### src/rtl/rv_pkg.sv
// Shared encodings for the writeback stage: result-source select, load types and FSM states.
package rv_pkg;

    typedef enum logic [1:0] {
        WB_NPC = 2'b00,
        WB_ALU = 2'b01,
        WB_MEM = 2'b10,
        WB_IMM = 2'b11
    } wb_sel_e;

    localparam logic [2:0] LD_LB  = 3'b000;
    localparam logic [2:0] LD_LH  = 3'b001;
    localparam logic [2:0] LD_LW  = 3'b010;
    localparam logic [2:0] LD_LD  = 3'b011;
    localparam logic [2:0] LD_LBU = 3'b100;
    localparam logic [2:0] LD_LHU = 3'b101;
    localparam logic [2:0] LD_LWU = 3'b110;

    typedef enum logic {
        IDLE     = 1'b0,
        WAIT_MEM = 1'b1
    } wb_state_e;

endpackage

### src/rtl/wb_stage_if.sv
// Writeback stage bus: upstream instruction handshake, memory read response and register-file write port.
interface wb_stage_if #(
    parameter int N    = 32,
    parameter int NREG = 32
);
    localparam int AW = $clog2(NREG);

    logic          in_valid;
    logic          in_ready;
    logic [1:0]    wb_sel;
    logic [N-1:0]  alu_res;
    logic [N-1:0]  npc;
    logic [N-1:0]  imm;
    logic [2:0]    ld_funct3;
    logic [AW-1:0] rd;
    logic          rd_we;
    logic          mem_rvalid;
    logic [N-1:0]  mem_rdata;
    logic          rf_we;
    logic [AW-1:0] rf_waddr;
    logic [N-1:0]  rf_wdata;
    logic          misalign;

    modport master (
        output in_valid, wb_sel, alu_res, npc, imm, ld_funct3, rd, rd_we, mem_rvalid, mem_rdata,
        input  in_ready, rf_we, rf_waddr, rf_wdata, misalign
    );

    modport slave (
        input  in_valid, wb_sel, alu_res, npc, imm, ld_funct3, rd, rd_we, mem_rvalid, mem_rdata,
        output in_ready, rf_we, rf_waddr, rf_wdata, misalign
    );

endinterface

### src/rtl/wb_ld_align.sv
// Load data alignment: shifts the memory word down by the byte offset and sign/zero-extends it.
module wb_ld_align
    import rv_pkg::*;
#(
    parameter int N = 32
) (
    input  logic [N-1:0]           data,
    input  logic [$clog2(N/8)-1:0] offset,
    input  logic [2:0]             funct3,
    output logic [N-1:0]           value,
    output logic                   misaligned
);

    logic [N-1:0] shifted;

    // NOTE: every output gets a default before the case so no path can infer a latch.
    always_comb begin
        shifted    = data >> {offset, 3'b000};
        value      = '0;
        misaligned = 1'b0;
        case (funct3)
            LD_LB:  value = N'($signed(shifted[7:0]));
            LD_LBU: value = N'(shifted[7:0]);
            LD_LH: begin
                value      = N'($signed(shifted[15:0]));
                misaligned = offset[0];
            end
            LD_LHU: begin
                value      = N'(shifted[15:0]);
                misaligned = offset[0];
            end
            LD_LW: begin
                value      = N'($signed(shifted[31:0]));
                misaligned = |offset[1:0];
            end
            // LWU and LD only exist on a 64-bit datapath.
            LD_LWU: begin
                if (N == 64) begin
                    value      = N'(shifted[31:0]);
                    misaligned = |offset[1:0];
                end else begin
                    misaligned = 1'b1;
                end
            end
            LD_LD: begin
                if (N == 64) begin
                    value      = shifted;
                    misaligned = |offset;
                end else begin
                    misaligned = 1'b1;
                end
            end
            default: misaligned = 1'b1;
        endcase
    end

endmodule

### src/rtl/wb_stage.sv
// Writeback stage: selects the result, waits for load data if needed, and drives one registered RF write.
// Optional feature macro: WB_RETIRE_CNT_EN adds a 64-bit retire_cnt output.
module wb_stage
    import rv_pkg::*;
#(
    parameter int N    = 32,
    parameter int NREG = 32
) (
    input  logic       clk,
    input  logic       rst,
    wb_stage_if.slave  bus
`ifdef WB_RETIRE_CNT_EN
    ,
    output logic [63:0] retire_cnt
`endif
);

    localparam int AW = $clog2(NREG);
    localparam int OB = $clog2(N / 8);

    wb_state_e     state_q, state_d;
    wb_sel_e       sel_q, cur_sel;
    logic [AW-1:0] rd_q, cur_rd;
    logic          rd_we_q, cur_rd_we;
    logic [2:0]    f3_q, cur_f3;
    logic [OB-1:0] off_q, cur_off;
    logic [N-1:0]  op_q, cur_op, live_op;
    logic          in_wait, accept, commit, is_load, ld_mis, mis, wr;
    logic [N-1:0]  ld_value, result;

    assign bus.in_ready = (state_q == IDLE);
    assign accept       = bus.in_valid && bus.in_ready;
    assign in_wait      = (state_q == WAIT_MEM);

    always_comb begin
        live_op = bus.npc;
        case (wb_sel_e'(bus.wb_sel))
            WB_ALU:  live_op = bus.alu_res;
            WB_IMM:  live_op = bus.imm;
            default: live_op = bus.npc;
        endcase
    end

    // While waiting on memory the upstream bus may change, so commit from the captured fields.
    assign cur_sel   = in_wait ? sel_q   : wb_sel_e'(bus.wb_sel);
    assign cur_rd    = in_wait ? rd_q    : bus.rd;
    assign cur_rd_we = in_wait ? rd_we_q : bus.rd_we;
    assign cur_f3    = in_wait ? f3_q    : bus.ld_funct3;
    assign cur_off   = in_wait ? off_q   : bus.alu_res[OB-1:0];
    assign cur_op    = in_wait ? op_q    : live_op;

    wb_ld_align #(.N(N)) u_ld_align (
        .data       (bus.mem_rdata),
        .offset     (cur_off),
        .funct3     (cur_f3),
        .value      (ld_value),
        .misaligned (ld_mis)
    );

    assign is_load = (cur_sel == WB_MEM);
    assign result  = is_load ? ld_value : cur_op;
    assign mis     = is_load && ld_mis;
    assign wr      = cur_rd_we && (cur_rd != '0) && !mis;

    always_comb begin
        state_d = state_q;
        commit  = 1'b0;
        case (state_q)
            IDLE: begin
                if (accept) begin
                    if (!is_load || bus.mem_rvalid) commit  = 1'b1;
                    else                            state_d = WAIT_MEM;
                end
            end
            WAIT_MEM: begin
                if (bus.mem_rvalid) begin
                    commit  = 1'b1;
                    state_d = IDLE;
                end
            end
            default: state_d = IDLE;
        endcase
    end

    // NOTE: sequential state uses non-blocking assignments so every flop samples pre-edge values.
    always_ff @(posedge clk or posedge rst) begin
        if (rst) state_q <= IDLE;
        else     state_q <= state_d;
    end

    // NOTE: capture registers carry no reset; they are only read in WAIT_MEM, which an accept always precedes.
    always_ff @(posedge clk) begin
        if (accept) begin
            sel_q   <= wb_sel_e'(bus.wb_sel);
            rd_q    <= bus.rd;
            rd_we_q <= bus.rd_we;
            f3_q    <= bus.ld_funct3;
            off_q   <= bus.alu_res[OB-1:0];
            op_q    <= live_op;
        end
    end

    // Address and data move only on a real write so they hold the last committed value otherwise.
    always_ff @(posedge clk or posedge rst) begin
        if (rst) begin
            bus.rf_we    <= 1'b0;
            bus.rf_waddr <= '0;
            bus.rf_wdata <= '0;
            bus.misalign <= 1'b0;
        end else begin
            bus.rf_we    <= commit && wr;
            bus.misalign <= commit && mis;
            if (commit && wr) begin
                bus.rf_waddr <= cur_rd;
                bus.rf_wdata <= result;
            end
        end
    end

`ifdef WB_RETIRE_CNT_EN
    always_ff @(posedge clk or posedge rst) begin
        if (rst)         retire_cnt <= '0;
        else if (commit) retire_cnt <= retire_cnt + 64'd1;
    end
`endif

endmodule

### src/flat_wrapper.sv
// flat-port wrapper written by rule: the top's interface ports become plain ports
module wb_stage_flat import rv_pkg::*;
#(
    parameter int N    = 32,
    parameter int NREG = 32
)
  (clk, rst, bus_in_valid, bus_wb_sel, bus_alu_res, bus_npc, bus_imm, bus_ld_funct3, bus_rd, bus_rd_we, bus_mem_rvalid, bus_mem_rdata, bus_in_ready, bus_rf_we, bus_rf_waddr, bus_rf_wdata, bus_misalign);
  wb_stage_if #(.N(N), .NREG(NREG)) bus_i ();
  input  logic clk;
  input  logic rst;
  input wire logic [$bits(bus_i.in_valid)-1:0] bus_in_valid;
  input wire logic [$bits(bus_i.wb_sel)-1:0] bus_wb_sel;
  input wire logic [$bits(bus_i.alu_res)-1:0] bus_alu_res;
  input wire logic [$bits(bus_i.npc)-1:0] bus_npc;
  input wire logic [$bits(bus_i.imm)-1:0] bus_imm;
  input wire logic [$bits(bus_i.ld_funct3)-1:0] bus_ld_funct3;
  input wire logic [$bits(bus_i.rd)-1:0] bus_rd;
  input wire logic [$bits(bus_i.rd_we)-1:0] bus_rd_we;
  input wire logic [$bits(bus_i.mem_rvalid)-1:0] bus_mem_rvalid;
  input wire logic [$bits(bus_i.mem_rdata)-1:0] bus_mem_rdata;
  output wire logic [$bits(bus_i.in_ready)-1:0] bus_in_ready;
  output wire logic [$bits(bus_i.rf_we)-1:0] bus_rf_we;
  output wire logic [$bits(bus_i.rf_waddr)-1:0] bus_rf_waddr;
  output wire logic [$bits(bus_i.rf_wdata)-1:0] bus_rf_wdata;
  output wire logic [$bits(bus_i.misalign)-1:0] bus_misalign;
  assign bus_i.in_valid = bus_in_valid;
  assign bus_i.wb_sel = bus_wb_sel;
  assign bus_i.alu_res = bus_alu_res;
  assign bus_i.npc = bus_npc;
  assign bus_i.imm = bus_imm;
  assign bus_i.ld_funct3 = bus_ld_funct3;
  assign bus_i.rd = bus_rd;
  assign bus_i.rd_we = bus_rd_we;
  assign bus_i.mem_rvalid = bus_mem_rvalid;
  assign bus_i.mem_rdata = bus_mem_rdata;
  assign bus_in_ready = bus_i.in_ready;
  assign bus_rf_we = bus_i.rf_we;
  assign bus_rf_waddr = bus_i.rf_waddr;
  assign bus_rf_wdata = bus_i.rf_wdata;
  assign bus_misalign = bus_i.misalign;
  wb_stage #(.N(N), .NREG(NREG)) u_core (.clk(clk), .rst(rst), .bus(bus_i));
endmodule
### config.mk
export PLATFORM = sky130hd
export DESIGN_NAME = wb_stage_flat
export DESIGN_NICKNAME = d
export VERILOG_FILES = /design/src/rtl/rv_pkg.sv /design/src/rtl/wb_stage_if.sv /design/src/rtl/wb_ld_align.sv /design/src/rtl/wb_stage.sv /design/src/flat_wrapper.sv
export SDC_FILE = /design/constraint.sdc
export NUM_CORES = 1
export LEC_CHECK = 0
export BUFFER_PORTS_ARGS = -buffer_cell sky130_fd_sc_hd__buf_2
export CAP_MARGIN = 20
export CORE_MARGIN = 5
export CORE_UTILIZATION = 51
export DETAILED_ROUTE_END_ITERATION = 7
export GPL_ROUTABILITY_DRIVEN = 0
export MAX_ROUTING_LAYER = met4
export PLACE_DENSITY = 0.86
export SLEW_MARGIN = 20
export SYNTH_ARGS = -nofsm -noshare
export SYNTH_HDL_FRONTEND = slang
export SYNTH_SLANG_ARGS = --single-unit
### constraint.sdc
create_clock -name clk -period 5.05 [get_ports clk]
set_input_delay 0.505 -clock clk [delete_from_list [all_inputs] [get_ports clk]]
set_output_delay 0.505 -clock clk [all_outputs]
set_load 0.005 [all_outputs]
# Word-level counts from Yosys, hierarchy flattened
# Index checks and enable logic that the tools add are counted.
# totals
reg_bits,85
# op_classes
eq_ne,7
n_shift,1
mux,18
n_bitwise,1
n_reduce_logical,14
# ops
operator,n
one-hot mux 32 bit (5 select lines),1
2-to-1 mux 32 bit,2
one-hot mux 32 bit (2 select lines),1
>> shifter 32 x 5 -> 32 bit,1
2-to-1 mux 1 bit,7
== test 3 bit (second input constant),2
logical AND 1 bit,6
OR reduction 2 bit,3
2-to-1 mux 5 bit,1
nonzero test 5 bit,1
== test 2 bit (second input constant),2
2-to-1 mux 2 bit,2
one-hot mux 1 bit (2 select lines),2
== test 3 x 1 -> 1 bit (second input constant),1
== test 3 x 2 -> 1 bit (second input constant),1
zero test 3 bit,1
2-to-1 mux 3 bit,1
one-hot mux 1 bit (3 select lines),1
== test 2 x 1 -> 1 bit (second input constant),1
zero test 1 bit,2
logical OR 1 bit,1
inverter 1 bit,1

# Longest topological paths before layout
# Gate-level depths: netlist (run 1).
# logic_depth
word_depth,8
depth_mapped,10
ltp_nobuf,6

# Cells and area by module
# From an unflattened synthesis (run 1), not the netlist that was laid out.
# unflattened
cells_unflattened,489
area_unflattened_um2,5421.4
# modules_own_cells
module,instances,cells_per_inst,area_each_um2
wb_stage,1,371,4435.5
wb_ld_align,1,118,985.9

# Worst setup path before layout (run 1)
# OpenSTA, ideal clock, no wires.
# synth_timing
path_kind,reg2reg
startpoint,"register u_core.state_q, in the netlist u_core.in_wait"
endpoint,"register u_core.f3_q[0], enable pin"
setup_ps,452
arrival_ps,3086
required_time_ps,4598
path_slack_ps,1512
path_stages_with_launch,6
path_buffers,4
cell_sequence,dfrtp_1 buf_4 buf_6 buf_2 buf_1 nor2b_1
# synth_between
elab_chain_len,2
# synth_lines
element,line_no,rtl
start: declaration,wb_stage.sv:21,"wb_state_e state_q, state_d;"
start signal: assignment,wb_stage.sv:88,else state_q <= state_d;
inverter 1 bit,wb_stage.sv:31,assign bus.in_ready = (state_q == IDLE);
logical AND 1 bit,wb_stage.sv:32,assign accept = bus.in_valid && bus.in_ready;
net u_core.accept,wb_stage.sv:28,"logic in_wait, accept, commit, is_load, ld_mis, mis, wr;"
end signal: assignment,wb_stage.sv:97,f3_q <= bus.ld_funct3;
end: declaration,wb_stage.sv:25,"logic [2:0] f3_q, cur_f3;"
# The timed path passes the listed nets, and every way through them passes these cells.
# A chain may end at the register's enable or synchronous reset.

# Worst setup path in the final report (run 1)
# layout_timing
startpoint,"register u_core.state_q, in the netlist u_core.in_wait"
endpoint,register u_core.bus.rf_wdata[6]
# layout_between
elab_chain_len,8
elab_cells_between_ends,32
classes_between,eq/ne (5); shift (1); mux (12); bitwise (1); reduce/logical (13)
# layout_lines
element,line_no,rtl
"parallel branches: the longest is 8 deep, another holds >> shifter 32 x 5 -> 32 bit",n/a,
end signal: assignment,wb_stage.sv:115,bus.rf_wdata <= result;
end: declaration,wb_stage_if.sv:31,"output in_ready, rf_we, rf_waddr, rf_wdata, misalign"
# Parallel ways; which one is timed is not known.

==> summary.log, run 1 <==
INFO  grt            grtUsageTotal=25.0%
INFO  placed_design  dpl_cell_area=6190um2
INFO  synthesis      netlist.area_leader.share=25.8%
INFO  critical_path  critical_path_required=5300ps
INFO  timing         fmax=0.305GHz
INFO  cells_and_area fin_area=6390um2
INFO  timing         max-slew-margin-rel=33.7%
INFO  critical_path  critPathLaunchType=flip-flop
INFO  synthesis      synth_top_cells_by_area=edfxtp_1 26%, dfrtp_1 19%, mux2i_1 17%, a21oi_1 4.5%, o2bb2ai_1 3.7%
INFO  critical_path  worstSetupPathType=flip-flop to flip-flop
INFO  critical_path  worstSetupEndpointType=flip-flop
INFO  grt            grt_util_met3=4.75%
INFO  routing        drc=0
INFO  cells_and_area filler_cells=858
INFO  synthesis      synthesis.nets=630
INFO  grt            grt-ovfl-total=0
INFO  grt            number_of_global_route_vias_before_repair=4681
INFO  hold_path      worst_hold_path_type=primary input to async pin
INFO  clocking       cts_hold_buffers=0
INFO  timing         setup_total_negative_slack=0ps
INFO  timing         timing.clock.skew=11.9ps
INFO  cells_and_area proportion_of_layout_cells_with_a_drive_suffix_above_1=34.2%
INFO  grt            global_route.usage.met1=31.7%
INFO  synthesis      post-synth-top-count-cell=mux2i_1
INFO  placed_design  place_ws=1620ps
INFO  critical_path  timing.critical_path.arrival=3520ps
INFO  floorplanning  core-area=10200um2
INFO  grt            grt_first_pass_wirelength=24.1mm
INFO  routing        via_total_after_detailed_routing=4707
INFO  clocking       cts_root_buf=clkbuf_8
INFO  floorplanning  initial_util=51.4%
INFO  routing        final_antenna_net_count=0
INFO  clocking       cts_num_sinks=85
INFO  clocking       cts_made_buffers=9
INFO  floorplanning  die_height=111um
INFO  critical_path  rrSetupSlack=1770ps
INFO  timing         finalHoldViolations=0
INFO  outcome        run_status=finished clean
INFO  synthesis      postSynthAreaPerCell=10.7um2
INFO  synthesis      syn-cell-area=5230um2
INFO  clocking       cts_tree=yes
INFO  clocking       clk_pin_slew=80ps
INFO  synthesis      flops_latches_synth=85
INFO  synthesis      synth_enable_flop_cells=45
INFO  timing         worstMarginPinSlew=993ps
INFO  routing        vias_per_cell=5.97
INFO  timing         min_period_over_period=64.9%
INFO  placed_design  dp.final_hpwl=11.5mm
INFO  routing        totalWireLength=15.1mm
INFO  synthesis      yosysWarningCount=0
INFO  timing         timing.final.max_slew_violations=0
INFO  synthesis      postSynth.topFlopCell=edfxtp_1
INFO  grt            gr-max-usage-layer=met2
INFO  routing        first_pass_iters=6
INFO  floorplanning  std_cell_rows=37
INFO  synthesis      netlist_top_cells_count=89 x mux2i_1, 47 x a21oi_1, 45 x edfxtp_1
INFO  synthesis      synth_cell_type_count=49
INFO  timing         report.final.setup_viol=0
INFO  grt            grt_start_max_net_pins=66
INFO  clocking       clk_latency=360ps
INFO  timing         final_worst_path_period_need=3280ps
INFO  synthesis      synth_sequential_area_ratio=45.0%
INFO  cells_and_area area_growth=22.2%
INFO  power          vdd_drop_max=150uV
INFO  cells_and_area final_net_count=790
INFO  grt            met2_use_gr=40.4%
INFO  power          power_density=303nW/um2
INFO  grt            number_of_antenna_violations_at_the_first_check_in_global_routing=1
INFO  floorplanning  ios=183
INFO  floorplanning  die_area=12400um2
INFO  clocking       cts_resized=0
INFO  synthesis      synthDominantAreaCellType=edfxtp_1
INFO  routing        routedWlPerCell=19.1um
INFO  floorplanning  die_width=111um
INFO  power          leakage=0.00297uW
INFO  critical_path  timing.critical_path.fanout_max=33
INFO  clocking       post_cts_buffers=0
INFO  placed_design  port_buffers=182
INFO  clocking       cts_max_level=3
INFO  timing         unrepaired_setup_endpoints_after_global_routing=no
INFO  clocking       clockBufferDepth=2
INFO  synthesis      syn_inst=487
INFO  routing        drt_iter0_drc=326
INFO  job            max_cap_viol_count=0
INFO  cells_and_area post-route-util=62.8%
INFO  timing         worst_slack=1770ps
INFO  synthesis      postSynth.asyncResetShare=47.1%
-- per-stage QoR --
step | total power [uW] | cells | hold WS, ps
after global routing | 2030 | 789 | 328
after CTS | 1940 | 788 | 278
after floorplan | 1220 | 487 | 479
after detailed placement | 1470 | 772 | 473
after global placement | 1440 | 772 | 473
final | 1940 | 789 | 283
-- layout by cell type (no fill, tap or decap), drive strengths merged, types with 3 or more instances in the layout --
cell     instances
a211oi           9
clkinv           3
nand2           16
or4             16
dfrtp           40
buf            189
mux2i           92
mux2            11
a211o            8
nand4            8
inv             22
o21ai            3
nor4             3
a31oi            7
a21oi           47
o2bb2ai         22
o221ai          16
nor2            42
clkbuf          10
and2             8
a221oi          15
edfxtp          45
-- registers in the layout, indices dropped and copies added, names as in the netlist --
| name | count |
|---|---|
| u_core.off_q | 2 |
| u_core.bus.rf_we | 1 |
| u_core.rd_q | 5 |
| u_core.op_q | 32 |
| u_core.in_wait | 1 |
| u_core.bus.misalign | 1 |
| u_core.f3_q | 3 |
| u_core.bus.rf_wdata | 32 |
| u_core.rd_we_q | 1 |
| u_core.bus.rf_waddr | 5 |
| u_core.sel_q | 2 |
-- cells by family (layout without fill, tap and decap cells) --
| logic type | after synthesis | in the layout | synth area share, % |
|---|---|---|---|
| mux | 103 | 103 | 20.7 |
| buf+inv | 61 | 226 | 5.07 |
| flops | 85 | 85 | 45.0 |
| compound gates | 134 | 134 | 18.7 |
| other cells | 0 | 1 | 0 |
| simple gates | 104 | 104 | 10.6 |
-- where the power goes --
| group | total [uW] | internal, uW | switching (uW) |
|---|---|---|---|
| clock network | 477 | 228 | 248 |
| registers | 917 | 852 | 65.2 |
| logic | 542 | 249 | 293 |
-- per-layer routing --
layer / share of wire, % / vias up
li1: - / 2208
met1: 40 / 2232
met2: 50 / 230
met3: 7.9 / 37
met4: 2.6 / 0
met5: 0 / -
-- final cells by class --
type	instances	area [um2]	area share, %
Tap cell	136	170	2.66
Clock buffer	10	128	2.00
Antenna cell	1	2.50	0.0391
Timing Repair Buffer	189	963	15.1
Clock inverter	6	62.6	0.978
Multi-Input combinational cell	341	2640	41.2
Sequential cell	85	2350	36.8
Inverter	21	78.8	1.23
-- path summary, 6_finish.rpt --
kind,from,end,depth (start not counted)
max in group asynchronous,rst,u_core.bus.rf_wdata[4]$_DFFE_PP0P_,3
min in group clk,bus_rd_we,u_core.rd_we_q$_DFFE_PP_,1
hold / removal,rst,u_core.bus.rf_waddr[1]$_DFFE_PP0P_,3
hold reg to reg,u_core.bus.rf_wdata[12]$_DFFE_PP0P_,u_core.bus.rf_wdata[12]$_DFFE_PP0P_,1
setup / recovery,u_core.in_wait$_DFF_PP0_,u_core.bus.rf_wdata[6]$_DFFE_PP0P_,7
setup reg to reg,u_core.in_wait$_DFF_PP0_,u_core.bus.rf_wdata[6]$_DFFE_PP0P_,7
-- worst max-delay path: stages (launching register included) --
cell and delay (ps):
dfrtp_1 330, buf_4 400, mux2i_4 700, o21ai_1 240, o311ai_4 250, nand3_2 310, inv_2 520, mux2_2 410
Note: power is estimated with default switching activity, not from simulation.
==> run 2: changes to the inputs <==
ABC_AREA = 1   (was not set)
clock period = 3.14 ns   (was 5.05 ns; I/O delays follow)
==> run 2 against run 1 <==
- synthesized cell count increased by 59%
- combinational power increased by 66%
- non-clock buffer count increased by 6
- fmax increased by 27%
- global-route usage decreased by 0.12 points
- routed wire length increased by 2.3%
- sequential power increased by 61%
- critical endpoint is now u_core.bus.rf_waddr[0]$_DFFE_PP0P_
- largest power group unchanged
==> summary.log, run 2 <==
INFO  grt            grt-ovfl-total=0
INFO  routing        first_pass_iters=6
INFO  synthesis      synth_top_cells_by_area=nand2_1 28%, edfxtp_1 26%, dfrtp_1 19%, nand3_1 9.0%, o21ai_0 4.4%
INFO  routing        routedWlPerCell=14.3um
INFO  critical_path  worst_r2r_path_depth=8
INFO  timing         worstMarginPinSlew=892ps
INFO  timing         setup_total_negative_slack=0ps
INFO  grt            grt_first_pass_wirelength=24.5mm
INFO  critical_path  worstSetupPathType=flip-flop to flip-flop
INFO  clocking       cts_root_buf=clkbuf_8
INFO  job            max_cap_viol_count=0
INFO  floorplanning  core-area=10200um2
INFO  power          leakage=0.00348uW
INFO  hold_path      worstHoldEndpoint=u_core.rd_q[2]$_DFFE_PP_
INFO  power          power.switching=1070uW
INFO  power          vdd_drop_max=254uV
INFO  hold_path      min-delay-start=bus_rd[2]
INFO  synthesis      synthDominantAreaCellType=nand2_1
INFO  synthesis      netlist_top_cells_count=390 x nand2_1, 95 x nand3_1, 54 x nor2_1
INFO  cells_and_area reg.largest.list=u_core.bus.rf_wdata x32, u_core.op_q x32
INFO  grt            grtUsageTotal=24.8%
INFO  outcome        run_status=finished clean
INFO  timing         final.hold.worst_slack=143ps
INFO  cells_and_area final_net_count=1080
INFO  synthesis      flops_latches_synth=85
INFO  synthesis      synth_cell_type_count=28
INFO  synthesis      postSynth.asyncResetShare=47.1%
INFO  synthesis      postSynthAreaPerCell=6.83um2
INFO  power          pwr-share-clk=24.6%
INFO  clocking       cts_num_sinks=85
INFO  critical_path  timing.critical_path.arrival=2800ps
INFO  cells_and_area area_growth=21.9%
INFO  timing         max-slew-margin-rel=40.4%
INFO  timing         report.final.setup_viol=0
INFO  routing        via_total_after_detailed_routing=5616
INFO  clocking       cts_made_buffers=9
INFO  power          internal-power=2080uW
INFO  clocking       cts_resized=0
INFO  synthesis      post-synth-top-count-cell=nand2_1
INFO  routing        drt_iter0_drc=565
INFO  critical_path  critical_path_required=3350ps
INFO  power          comb_power_share=28.5%
INFO  critical_path  worst_r2r_src=u_core.in_wait$_DFF_PP0_
INFO  synthesis      postSynth.topFlopCell=edfxtp_1
INFO  grt            number_of_antenna_violations_at_the_first_check_in_global_routing=0
INFO  synthesis      synth_enable_flop_cells=45
INFO  timing         final_worst_path_period_need=2580ps
INFO  clocking       clockBufferDepth=2
INFO  grt            number_of_global_route_vias_before_repair=5038
INFO  cells_and_area antenna_cells_inserted=0
INFO  synthesis      synth_sequential_area_ratio=44.4%
INFO  grt            grt_start_max_net_pins=55
INFO  floorplanning  std_cell_rows=37
INFO  floorplanning  initial_util=51.7%
INFO  critical_path  worstSetupEndpointType=flip-flop
INFO  cells_and_area final_common_cell=nand2_1
INFO  hold_path      worst_hold_path.num_cells=1
INFO  floorplanning  die_width=112um
INFO  routing        drc=0
INFO  synthesis      netlist.area_leader.share=27.7%
INFO  cells_and_area proportion_of_layout_cells_with_a_drive_suffix_above_1=24.2%
INFO  timing         timing.clock.skew=15.3ps
INFO  critical_path  critPathLaunchType=flip-flop
INFO  synthesis      synthesis.nets=918
INFO  synthesis      syn-cell-area=5290um2
INFO  synthesis      yosysWarningCount=0
INFO  placed_design  dp.final_hpwl=11.6mm
INFO  cells_and_area most-common-layout-cells=390 x nand2_1, 182 x buf_2, 95 x nand3_1
INFO  power          power_switching_share=34.0%
INFO  timing         fmax=0.387GHz
INFO  power          power_density=489nW/um2
INFO  power          share_seq_of_total_power=46.9%
INFO  clocking       clk_pin_slew=90ps
INFO  floorplanning  ios=183
INFO  routing        final_antenna_net_count=0
INFO  routing        totalWireLength=15.5mm
INFO  floorplanning  die_area=12500um2
INFO  timing         finalHoldViolations=0
INFO  critical_path  timing.critical_path.fanout_max=54
INFO  critical_path  critical_path.reg2reg.endpoint=u_core.bus.rf_waddr[0]$_DFFE_PP0P_
INFO  timing         unrepaired_setup_endpoints_after_global_routing=no
INFO  timing         min_period_over_period=82.3%
INFO  hold_path      worst_hold_path_type=primary input to flip-flop
INFO  synthesis      syn_inst=775
INFO  clocking       cts_max_level=3
INFO  floorplanning  die_height=112um
INFO  placed_design  port_buffers=182
INFO  timing         timing.final.max_slew_violations=0
INFO  clocking       cts_tree=yes
INFO  routing        vias_per_cell=5.21
INFO  clocking       clk_latency=360ps
INFO  critical_path  rrSetupSlack=560ps
run 2: kinds of logic after synthesis:
family,after synthesis,synth area share (%)
simple gates,557,42.6
buf+inv,74,6.45
flops,85,44.4
compound gates,59,6.48
run 2: power by group through the flow:
stage	logic [uW]	clock network, uW	registers [uW]
after floorplan	501	0	1500
final	899	778	1480
after detailed placement	894	0	1500
after global placement	870	0	1500
after global routing	1010	836	1500
after CTS	895	786	1480
run 2: layout make-up:
| class | instances | area [um2] |
|---|---|---|
| Timing Repair Buffer | 195 | 1020 |
| Sequential cell | 85 | 2350 |
| Clock inverter | 5 | 40.0 |
| Fill cell | 931 | 3780 |
| Multi-Input combinational cell | 616 | 2600 |
| Tap cell | 136 | 170 |
| Inverter | 30 | 115 |
| Clock buffer | 11 | 153 |
run 2: timing repair:
item                                    4_1_cts  5_1_grt
endpoints found under the hold margin         0        6
endpoints found under the setup margin        0        0
hold buffers                                  0        1
buffers inserted                              0        0
run 2: metal layers:
metal | GRT usage [%] | vias to the layer above | share of wire, %
met1 | 33.1 | 2487 | 42
met5 | - | - | 0
met2 | 39.0 | 294 | 46
li1 | - | 2798 | -
met4 | 8.27 | 0 | 2.4
met3 | 3.80 | 37 | 9.1
run 2: worst max path at each step:
stage,slack [ps],end,startpoint,cells after the start
after floorplan,980,u_core.bus.rf_wdata[17]$_DFFE_PP0P_,u_core.in_wait$_DFF_PP0_,12
final,560,u_core.bus.rf_waddr[0]$_DFFE_PP0P_,u_core.in_wait$_DFF_PP0_,8
after CTS,560,u_core.bus.rf_waddr[0]$_DFFE_PP0P_,u_core.in_wait$_DFF_PP0_,8
after detailed placement,570,u_core.bus.rf_waddr[0]$_DFFE_PP0P_,u_core.in_wait$_DFF_PP0_,8
after global placement,670,u_core.bus.rf_waddr[0]$_DFFE_PP0P_,u_core.in_wait$_DFF_PP0_,8
after global routing,310,u_core.bus.rf_wdata[9]$_DFFE_PP0P_,u_core.in_wait$_DFF_PP0_,9
run 2: critical path: stages (launching register included):
cell and delay [ps]:
dfrtp_1 400, buf_4 460, nand2_1 180, o22ai_4 350, nand2_1 100, inv_1 130
nand2_1 100, nand2_2 560, o21ai_0 180
run 2: metrics by stage:
step	area, um2	util (%)	worst slack, ps	cells	power [uW]
floorplan	5290	-	978	775	2000
global placement	6230	60.9	672	1060	2370
detailed placement	6230	60.9	573	1060	2390
CTS	6420	62.8	565	1076	3160
global route	6450	63.0	311	1078	3350
finish	6450	63.0	556	1078	3160
==> run 3: changes to the inputs <==
ABC_AREA = 0   (was 1)
clock period = 2.67 ns   (was 3.14 ns; I/O delays follow)
==> run 3 against run 2 <==
- clock skew shrank 6.4 ps
- hold slack worse by 120 ps
- register-to-register slack got worse by 490 ps
- via count shrank 13%
- largest cell class unchanged
- sequential power up 18%
- critical path depth fell by 1
- clock-buffer cell count unchanged
==> summary.log, run 3 (synthesized netlist as in run 1, its figures left out) <==
INFO  placed_design  place_ws=-134ps
INFO  timing         fmax=0.385GHz
INFO  routing        routedWlPerCell=20.7um
INFO  clocking       cts_max_level=3
INFO  clocking       cts_made_buffers=9
INFO  clocking       clockBufferDepth=2
INFO  critical_path  timing.critical_path.fanout_max=10
INFO  critical_path  rrSetupSlack=70ps
INFO  cells_and_area seq_area=2350um2
INFO  grt            number_of_antenna_violations_at_the_first_check_in_global_routing=1
INFO  critical_path  critPathLaunchType=flip-flop
INFO  placed_design  placed_cells=781
INFO  floorplanning  core-area=10200um2
INFO  critical_path  worstSetupEndpointType=flip-flop
INFO  cells_and_area multiInputGateArea=2660um2
INFO  cells_and_area final_cell_count_no_fill=800
INFO  routing        vias_per_cell=6.11
INFO  clocking       cts_num_sinks=85
INFO  timing         final_worst_path_period_need=2600ps
INFO  critical_path  worstSetupPathType=flip-flop to flip-flop
INFO  floorplanning  die_width=111um
INFO  clocking       cts_root_buf=clkbuf_8
INFO  clocking       cts_tree=yes
INFO  cells_and_area reg.largest.list=u_core.bus.rf_wdata x32, u_core.op_q x32
INFO  floorplanning  die_area=12400um2
INFO  critical_path  cp-startpoint=u_core.in_wait$_DFF_PP0_
INFO  timing         setup_total_negative_slack=0ps
INFO  placed_design  port_buffers=182
INFO  outcome        run_status=finished clean
INFO  timing         final.hold.worst_slack=26.8ps
INFO  floorplanning  ios=183
INFO  cells_and_area proportion_of_layout_cells_with_a_drive_suffix_above_1=35.6%
INFO  critical_path  worst_r2r_path_depth=7
INFO  floorplanning  initial_util=51.4%
INFO  timing         finalHoldViolations=0
INFO  routing        drc=0
INFO  hold_path      worst_hold_path_type=primary input to async pin
INFO  routing        first_pass_iters=6
INFO  cells_and_area final_net_count=801
INFO  clocking       clk_latency=360ps
INFO  critical_path  worst_r2r_src=u_core.in_wait$_DFF_PP0_
INFO  grt            grtUsageTotal=26.5%
INFO  floorplanning  die_height=111um
INFO  routing        drt_iter0_drc=402
INFO  grt            grt-ovfl-total=0
INFO  power          power_density=582nW/um2
INFO  grt            grt_first_pass_wirelength=25.5mm
INFO  timing         timing.clock.skew=8.93ps
INFO  routing        totalWireLength=16.5mm
INFO  timing         max-slew-margin-rel=46.7%
INFO  clocking       clk_pin_slew=90ps
INFO  cells_and_area area_growth=25.0%
INFO  timing         min_period_over_period=97.4%
INFO  job            max_cap_viol_count=0
INFO  cells_and_area post-route-util=64.2%
INFO  timing         timing.final.max_slew_violations=0
INFO  critical_path  critical_path.reg2reg.endpoint=u_core.bus.rf_wdata[14]$_DFFE_PP0P_
INFO  critical_path  critical_path_required=2910ps
INFO  timing         report.final.setup_viol=0
INFO  grt            number_of_global_route_vias_before_repair=4901
INFO  grt            grt_start_max_net_pins=66
INFO  placed_design  dp.final_hpwl=12.1mm
INFO  timing         worst_slack=70.5ps
INFO  floorplanning  std_cell_rows=37
INFO  timing         worstMarginPinSlew=782ps
INFO  cells_and_area most-common-layout-cells=182 x buf_2, 88 x mux2i_1, 47 x a21oi_1
INFO  critical_path  critPathCapture=u_core.bus.rf_wdata[14]$_DFFE_PP0P_
INFO  critical_path  timing.critical_path.arrival=2840ps
INFO  cells_and_area filler_cells=852
INFO  routing        via_total_after_detailed_routing=4885
INFO  power          leakage=0.00303uW
INFO  power          vdd_drop_max=322uV
INFO  cells_and_area final_common_cell=buf_2
INFO  routing        final_antenna_net_count=0
==> run 3: worst max-delay path, cell delays in order (launching register included) <==
cell	delay [ps]
dfrtp_1	540
buf_4	240
mux2i_4	480
buf_4	310
mux2i_1	320
o2bb2ai_1	180
a221oi_1	310
o2bb2ai_1	110
==> run 3: cell type report <==
cell class | count | area share (%)
diodes | 1 | 0.0383
clock inverters | 5 | 1.30
clock buffers | 11 | 2.01
repair buffers | 200 | 16.2
multi-input cells | 341 | 40.6
flip-flops and latches | 85 | 36.0
inverters | 21 | 1.24
well taps | 136 | 2.60
==> run 3: repair_timing <==
item | in CTS | in global routing
pin swaps | 0 | 2
cloned | 0 | 0
endpoints found under the setup margin | 16 | 23
hold buffers | 0 | 0
buffers inserted | 0 | 2
gates resized for setup | 3 | 3
==> run 3: routing by layer <==
layer / up-vias / track usage, % / wire [um]
met5: - / - / 0
li1: 2228 / - / -
met1: 2342 / 31.8 / 6160
met2: 268 / 43.8 / 8290
met3: 47 / 7.15 / 1560
met4: 0 / 8.35 / 519
==> run 3: power breakdown <==
group	switching, uW	internal [uW]	total [uW]
Clock	480	531	1010
Combinational	563	487	1050
Sequential	136	1610	1750
==> run 3: how the worst min path moves through the flow <==
stage | endpoint | start | slack [ps]
6_report | u_core.bus.rf_wdata[2]$_DFFE_PP0P_ | rst | 30
5_1_grt | u_core.bus.rf_we$_DFF_PP0_ | rst | 60
4_1_cts | u_core.bus.rf_wdata[2]$_DFFE_PP0P_ | rst | 30
3_5_place_dp | u_core.bus.rf_waddr[0]$_DFFE_PP0P_ | rst | 430
3_3_place_gp | u_core.bus.rf_we$_DFF_PP0_ | rst | 410
2_1_floorplan | u_core.in_wait$_DFF_PP0_ | bus_mem_rvalid | 330
==> run 3: stage by stage <==
stage                     area (um2)  total power [uW]
final                           6540              3810
after global routing            6540              3990
after CTS                       6500              3810
after detailed placement        6260              2800
after global placement          6250              2750
after floorplan                 5240              2310
